$ cat src/rtl/jpeg_ff_stuffer_if.sv
// Encoder-side write port and stuffed-word output port
// of the JPEG 0xFF byte stuffer.
interface jpeg_ff_stuffer_if;
  logic [31:0] data_in;
  logic        data_valid;
  logic        last_in;
  logic [2:0]  last_bytes;
  logic [31:0] JPEG_out;
  logic        out_valid;
  logic        out_last;
  logic [2:0]  out_bytes;
  logic        overflow;

  modport master (
    output data_in,
    output data_valid,
    output last_in,
    output last_bytes,
    input  JPEG_out,
    input  out_valid,
    input  out_last,
    input  out_bytes,
    input  overflow
  );

  modport slave (
    input  data_in,
    input  data_valid,
    input  last_in,
    input  last_bytes,
    output JPEG_out,
    output out_valid,
    output out_last,
    output out_bytes,
    output overflow
  );
endinterface

$ cat src/rtl/jpeg_ff_stuffer.sv
// JPEG entropy-segment byte stuffer: FIFO, byte walker and
// 32-bit repacker inserting 0x00 after every 0xFF data byte.
module jpeg_ff_stuffer #(
  parameter int FIFO_DEPTH = 16
) (
  input logic               clk,
  input logic               rst,
  jpeg_ff_stuffer_if.slave  bus
);

  localparam int AW = $clog2(FIFO_DEPTH);

  typedef struct packed {
    logic        last;
    logic [2:0]  nb;
    logic [31:0] data;
  } ent_t;

  typedef enum logic [1:0] {
    IDLE,
    BYTE,
    FLUSH
  } state_t;

  ent_t        mem_q [FIFO_DEPTH];
  logic [AW:0] wr_ptr_q, wr_ptr_d;
  logic [AW:0] rd_ptr_q, rd_ptr_d;
  logic [AW:0] used;
  logic        full, empty;
  logic        wr_en, rd_en;
  ent_t        head;

  state_t      state_q, state_d;
  logic [31:0] sh_q, sh_d;
  logic [2:0]  nbytes_q, nbytes_d;
  logic [1:0]  cnt_q, cnt_d;
  logic        last_q, last_d;
  logic [23:0] pk_q, pk_d;
  logic [1:0]  pk_cnt_q, pk_cnt_d;

  logic [31:0] out_word_q, out_word_d;
  logic        out_valid_q, out_valid_d;
  logic        out_last_q, out_last_d;
  logic [2:0]  out_bytes_q, out_bytes_d;
  logic        ovf_q, ovf_d;

  logic [7:0]  byte_in;
  logic        two;
  logic [39:0] cat;
  logic [2:0]  new_cnt;
  logic        is_final;

  // full has priority over a same-cycle pop
  assign used  = wr_ptr_q - rd_ptr_q;
  assign full  = used[AW];
  assign empty = (used == '0);
  assign wr_en = bus.data_valid && !full;
  assign head  = mem_q[rd_ptr_q[AW-1:0]];

  always_ff @(posedge clk) begin
    if (wr_en)
      mem_q[wr_ptr_q[AW-1:0]] <=
        {bus.last_in, bus.last_bytes, bus.data_in};
  end

  // pk_q keeps bytes past its count at zero, so the
  // stuffed 0x00 never needs an explicit write
  always_comb begin
    byte_in = sh_q[31:24];
    two     = (byte_in == 8'hFF);
    cat     = {pk_q, 16'h0};
    unique case (pk_cnt_q)
      2'd0:    cat[39:32] = byte_in;
      2'd1:    cat[31:24] = byte_in;
      2'd2:    cat[23:16] = byte_in;
      default: cat[15:8]  = byte_in;
    endcase
    new_cnt  = {1'b0, pk_cnt_q} + (two ? 3'd2 : 3'd1);
    is_final = ({1'b0, cnt_q} == nbytes_q - 3'd1);
  end

  always_comb begin
    state_d     = state_q;
    sh_d        = sh_q;
    nbytes_d    = nbytes_q;
    cnt_d       = cnt_q;
    last_d      = last_q;
    pk_d        = pk_q;
    pk_cnt_d    = pk_cnt_q;
    out_word_d  = 32'h0;
    out_valid_d = 1'b0;
    out_last_d  = 1'b0;
    out_bytes_d = 3'd0;
    rd_en       = 1'b0;
    ovf_d       = ovf_q | (bus.data_valid & full);

    unique case (state_q)
      IDLE: begin
        if (!empty) begin
          rd_en  = 1'b1;
          sh_d   = head.data;
          last_d = head.last;
          cnt_d  = 2'd0;
          if (head.last && head.nb != 3'd0
              && head.nb <= 3'd4)
            nbytes_d = head.nb;
          else
            nbytes_d = 3'd4;
          state_d = BYTE;
        end
      end

      BYTE: begin
        sh_d  = sh_q << 8;
        cnt_d = cnt_q + 2'd1;
        if (new_cnt[2]) begin
          out_valid_d = 1'b1;
          out_word_d  = cat[39:8];
          out_bytes_d = 3'd4;
          out_last_d  = is_final && last_q
                        && !new_cnt[0];
          pk_d        = {cat[7:0], 16'h0};
          pk_cnt_d    = {1'b0, new_cnt[0]};
        end else if (is_final && last_q) begin
          out_valid_d = 1'b1;
          out_word_d  = cat[39:8];
          out_bytes_d = new_cnt;
          out_last_d  = 1'b1;
          pk_d        = 24'h0;
          pk_cnt_d    = 2'd0;
        end else begin
          pk_d     = cat[39:16];
          pk_cnt_d = new_cnt[1:0];
        end
        if (is_final) begin
          if (last_q && new_cnt == 3'd5)
            state_d = FLUSH;
          else
            state_d = IDLE;
        end
      end

      FLUSH: begin
        out_valid_d = 1'b1;
        out_word_d  = {pk_q[23:16], 24'h0};
        out_bytes_d = 3'd1;
        out_last_d  = 1'b1;
        pk_d        = 24'h0;
        pk_cnt_d    = 2'd0;
        state_d     = IDLE;
      end

      default: state_d = IDLE;
    endcase

    wr_ptr_d = wr_ptr_q + (AW+1)'(wr_en);
    rd_ptr_d = rd_ptr_q + (AW+1)'(rd_en);
  end

  always_ff @(posedge clk or posedge rst) begin
    if (rst) begin
      wr_ptr_q    <= '0;
      rd_ptr_q    <= '0;
      state_q     <= IDLE;
      sh_q        <= 32'h0;
      nbytes_q    <= 3'd0;
      cnt_q       <= 2'd0;
      last_q      <= 1'b0;
      pk_q        <= 24'h0;
      pk_cnt_q    <= 2'd0;
      out_word_q  <= 32'h0;
      out_valid_q <= 1'b0;
      out_last_q  <= 1'b0;
      out_bytes_q <= 3'd0;
      ovf_q       <= 1'b0;
    end else begin
      wr_ptr_q    <= wr_ptr_d;
      rd_ptr_q    <= rd_ptr_d;
      state_q     <= state_d;
      sh_q        <= sh_d;
      nbytes_q    <= nbytes_d;
      cnt_q       <= cnt_d;
      last_q      <= last_d;
      pk_q        <= pk_d;
      pk_cnt_q    <= pk_cnt_d;
      out_word_q  <= out_word_d;
      out_valid_q <= out_valid_d;
      out_last_q  <= out_last_d;
      out_bytes_q <= out_bytes_d;
      ovf_q       <= ovf_d;
    end
  end

  assign bus.JPEG_out  = out_word_q;
  assign bus.out_valid = out_valid_q;
  assign bus.out_last  = out_last_q;
  assign bus.out_bytes = out_bytes_q;
  assign bus.overflow  = ovf_q;

endmodule

$ cat src/flat_wrapper.sv
// flat-port wrapper written by rule: the top's interface ports become plain ports
module jpeg_ff_stuffer_flat 
#(
  parameter int FIFO_DEPTH = 16
)
  (clk, rst, bus_data_in, bus_data_valid, bus_last_in, bus_last_bytes, bus_JPEG_out, bus_out_valid, bus_out_last, bus_out_bytes, bus_overflow);
  jpeg_ff_stuffer_if bus_i ();
  input logic clk;
  input logic rst;
  input wire logic [$bits(bus_i.data_in)-1:0] bus_data_in;
  input wire logic [$bits(bus_i.data_valid)-1:0] bus_data_valid;
  input wire logic [$bits(bus_i.last_in)-1:0] bus_last_in;
  input wire logic [$bits(bus_i.last_bytes)-1:0] bus_last_bytes;
  output wire logic [$bits(bus_i.JPEG_out)-1:0] bus_JPEG_out;
  output wire logic [$bits(bus_i.out_valid)-1:0] bus_out_valid;
  output wire logic [$bits(bus_i.out_last)-1:0] bus_out_last;
  output wire logic [$bits(bus_i.out_bytes)-1:0] bus_out_bytes;
  output wire logic [$bits(bus_i.overflow)-1:0] bus_overflow;
  assign bus_i.data_in = bus_data_in;
  assign bus_i.data_valid = bus_data_valid;
  assign bus_i.last_in = bus_last_in;
  assign bus_i.last_bytes = bus_last_bytes;
  assign bus_JPEG_out = bus_i.JPEG_out;
  assign bus_out_valid = bus_i.out_valid;
  assign bus_out_last = bus_i.out_last;
  assign bus_out_bytes = bus_i.out_bytes;
  assign bus_overflow = bus_i.overflow;
  jpeg_ff_stuffer #(.FIFO_DEPTH(FIFO_DEPTH)) u_core (.clk(clk), .rst(rst), .bus(bus_i));
endmodule
$ cat config.mk
export PLATFORM = sky130hd
export DESIGN_NAME = jpeg_ff_stuffer_flat
export DESIGN_NICKNAME = d
export VERILOG_FILES = /design/src/rtl/jpeg_ff_stuffer_if.sv /design/src/rtl/jpeg_ff_stuffer.sv /design/src/flat_wrapper.sv
export SDC_FILE = /design/constraint.sdc
export NUM_CORES = 1
export LEC_CHECK = 0
export CORE_MARGIN = 5
export CORE_UTILIZATION = 45
export DETAILED_ROUTE_END_ITERATION = 10
export GPL_TIMING_DRIVEN = 0
export PLACE_DENSITY = 0.68
export SLEW_MARGIN = 40
export SYNTH_ARGS = -nofsm -noshare
export SYNTH_HDL_FRONTEND = slang
export SYNTH_SLANG_ARGS = --single-unit
$ cat constraint.sdc
create_clock -name clk -period 8.6 [get_ports clk]
set_input_delay 2.15 -clock clk [delete_from_list [all_inputs] [get_ports clk]]
set_output_delay 2.15 -clock clk [all_outputs]
set_load 0.05 [all_outputs]
==> metrics.cfg <==
[detailed_routing]
via_per_inst = 5.722
drt_iter0_markers = 1352
drt_pass1_iterations = 5
wl_um = 61440
ant_nets = 0
wire_per_inst_um = 24.95
dr_total_vias = 14090
drc = 0
highest_layer = met5
dr_wl_met3_um = 3982
wl_met1_um = 25160
met2_length_um = 31030

[die]
dieHeight_um = 253.9
initial_core_util = 0.4536
ioPinCount = 77
coreArea_um2 = 59020
dieArea_um2 = 64470
row_count = 89
chipWidth_um = 253.9

[clocking]
cts-root-buf = clkbuf_16
cts_htree_levels = 3
cts_buffers = 69
cts_setup_buffers = 0
tritoncts = done
clk_pin_slew_ns = 0.06
clkSinkCount = 690
hold_buffers = 0
clock_latency_ns = 0.61
clockBufferDepth = 3
cts_resized = 0

[placed_design]
pre_cts_slack_ns = 3.193
portBuffers = 76
place_congestion = 0.8222
hpwl_um = 43130

[sta]
maxSlewHeadroom = 0.4317
tightest_slew_ns = 0.8459
fin_ws_ns = 3.285
hold_violations = 0
finalSetupViolCount = 0
period_minus_slack_ns = 5.315
fmaxAchievable_ghz = 0.1881
finalMaxSlewViolations = 0
period_share = 0.6180
skew_ns = 0.02483
rsz0062_at_grt = false

[min_path]
hold_depth = 1
min_from = u_core.bus.overflow$_DFF_PP0_
hold_path_class = flop to flop
hold_path_end = u_core.bus.overflow$_DFF_PP0_

[cells_and_area]
final.fill_count = 4477
final_nets = 1692
area_delta_synth_final_pct = 18.61
drive_above_1_share = 0.2848

[critical_path]
worst_setup_path_start_kind = flop
rr_endpoint = u_core.mem_q[7][28]$_DFFE_PP_
arrival_ns = 5.61
end_kind = flop
r2r_slack_ns = 3.28
worstSetupPathType = flop to flop
required_ns = 8.90
reg2reg_from = u_core.rd_ptr_q[1]$_DFF_PP0_
path_max_fanout = 10
reg2reg_depth = 17

[global_route]
grt_pass1_vias = 14410
grtUsageTotal = 0.1932
overflow = 0
antenna_found_initial = 4
grt_pass1_wl_um = 92770
grt_max_degree = 74

[yosys]
synth_edf_count = 576
ys_dominant_reg_cell = edfxtp_1
yosysTopAreaCellShare = 0.6461
avgSynthCellArea_um2 = 19.93
ys_types = 48
yosys.area.top_type = edfxtp_1
synthesis.area_um2 = 26770
synthArstFlopShare = 0.1652
yosysWarnings = 0
synth.area.top_cells = edfxtp_1, mux4_2, dfrtp_1
syn_nets = 1396
synth_seq_cells = 690
synthCells = 1343
yosysSeqAreaShare = 0.7526

[power_and_ir_drop]
ir_worst_vdd_uv = 197.2
p_per_area_nw_per_um2 = 333.7
power_mw = 10.60
p_leak_nw = 11.34

[job]
cap_violations = 0

[outcome]
status = finished, final reports clean

-- layer usage --
metal,vias to the layer above,GRT usage
li1,6027,-
met1,7399,0.2656
met2,564,0.3247
met3,97,0.03234
met4,6,0.05278
met5,-,0
-- worst max path at each step --
| stage | start | endpoint | slack, ns | depth (start not counted) |
|---|---|---|---|---|
| after floorplan | bus_data_valid | u_core.mem_q[4][0]$_DFFE_PP_ | 1.94 | 2 |
| after global placement | u_core.rd_ptr_q[1]$_DFF_PP0_ | u_core.mem_q[6][22]$_DFFE_PP_ | -3.20 | 10 |
| after detailed placement | u_core.rd_ptr_q[1]$_DFF_PP0_ | u_core.mem_q[7][28]$_DFFE_PP_ | 3.19 | 17 |
| after CTS | u_core.rd_ptr_q[1]$_DFF_PP0_ | u_core.mem_q[7][28]$_DFFE_PP_ | 3.19 | 17 |
| after global routing | u_core.rd_ptr_q[1]$_DFF_PP0_ | u_core.mem_q[7][28]$_DFFE_PP_ | 2.95 | 17 |
| final | u_core.rd_ptr_q[1]$_DFF_PP0_ | u_core.mem_q[7][28]$_DFFE_PP_ | 3.28 | 17 |
-- layout by cell type, fill, tap and decap left out, types with 4 or more instances in the layout --
cell / count
buf_1: 12
clkbuf_16: 74
mux2i_1: 28
clkbuf_2: 4
nor4b_2: 4
mux2_4: 20
a221o_1: 24
buf_6: 4
dfrtp_1: 114
or2_2: 4
clkbuf_8: 5
nor2_1: 9
clkinv_2: 10
edfxtp_1: 576
clkinv_1: 7
ha_1: 13
nor3_1: 29
clkbuf_1: 49
and2_1: 8
xnor2_1: 9
mux2_2: 6
a22o_1: 41
o21ai_1: 4
o21ai_0: 7
nor3_2: 10
buf_4: 44
buf_2: 122
nand4_1: 4
inv_1: 16
and3_1: 5
bufinv_16: 4
a21oi_1: 20
nor4_2: 4
nand2b_1: 5
nand3_1: 7
nand2_1: 122
clkdlybuf4s50_1: 76
mux4_2: 152
-- kinds of logic (layout without fill, tap and decap cells) --
group	count (synthesis)	count (layout)	synth area share
flops	690	690	0.7526
simple gates	217	217	0.03711
mux	206	206	0.1521
compound gates	113	113	0.03337
buf+inv	91	437	0.01407
fa+ha+maj	14	14	0.006824
xor+xnor	12	12	0.003926
other cells	0	1	0
-- Yosys cell counts, drive strengths merged, types with 20 or more instances --
library cell  number
mux2i             28
nand2            122
a22o              41
a221o             24
a21oi             20
mux4             152
clkbuf            38
nor3              39
dfrtp            114
mux2              26
edfxtp           576
buf               34
-- state kept, by name, indices dropped and copies added, names as in the netlist --
name and cells:
u_core.bus.JPEG_out 32, u_core.bus.out_bytes 3, u_core.bus.out_last 1, u_core.bus.out_valid 1, u_core.bus.overflow 1, u_core.cnt_q 2, u_core.last_q 1, u_core.mem_q 576
u_core.nbytes_q 3, u_core.pk_cnt_q 2, u_core.pk_q 24, u_core.rd_ptr_q 5, u_core.sh_q 32, u_core.state_q 2, u_core.wr_ptr_q 5
-- final cells by class --
cell class,count,area [um^2],area share
antenna,1,2.502,0.00007880
buffer,72,315.3,0.009929
clock buffer,95,1984,0.06249
clock inverter,26,256.5,0.008077
inverter,19,78.83,0.002482
multi-input combinational,562,6350,0.2000
sequential,690,20150,0.6345
tap,773,967.2,0.03046
timing repair buffer,225,1652,0.05201
-- critical path: stages, from the launching register on --
cell,delay (ns)
dfrtp_1,0.43
buf_1,0.50
clkbuf_1,0.60
inv_1,0.28
ha_1,0.38
nor2b_1,0.14
o21a_1,0.19
o21ai_0,0.21
and3_1,0.22
o21ai_2,0.16
nor4b_2,0.45
buf_2,0.27
buf_2,0.20
buf_2,0.17
buf_2,0.19
buf_2,0.21
buf_2,0.21
buf_2,0.20
-- per-stage QoR --
step / area (um^2) / TNS (ns) / cells / hold WS [ns] / utilization
global placement: 28500 / -1104.87 / 2192 / 0.4669 / 0.4829
global route: 31760 / 0 / 2463 / 0.5210 / 0.5381
CTS: 31740 / 0 / 2462 / 0.4952 / 0.5378
finish: 31760 / 0 / 2463 / 0.4890 / 0.5381
floorplan: 26770 / 0 / 1343 / 0.4658 / -
detailed placement: 29500 / 0 / 2341 / 0.4824 / 0.4999
-- where the power goes --
part,internal [mW],total [mW],switching [mW]
clock network,1.74,2.96,1.22
registers,4.01,4.17,0.158
logic,1.49,3.47,1.98
total,7.24,10.6,3.36
No activity file was read; power rests on OpenSTA's default activity.
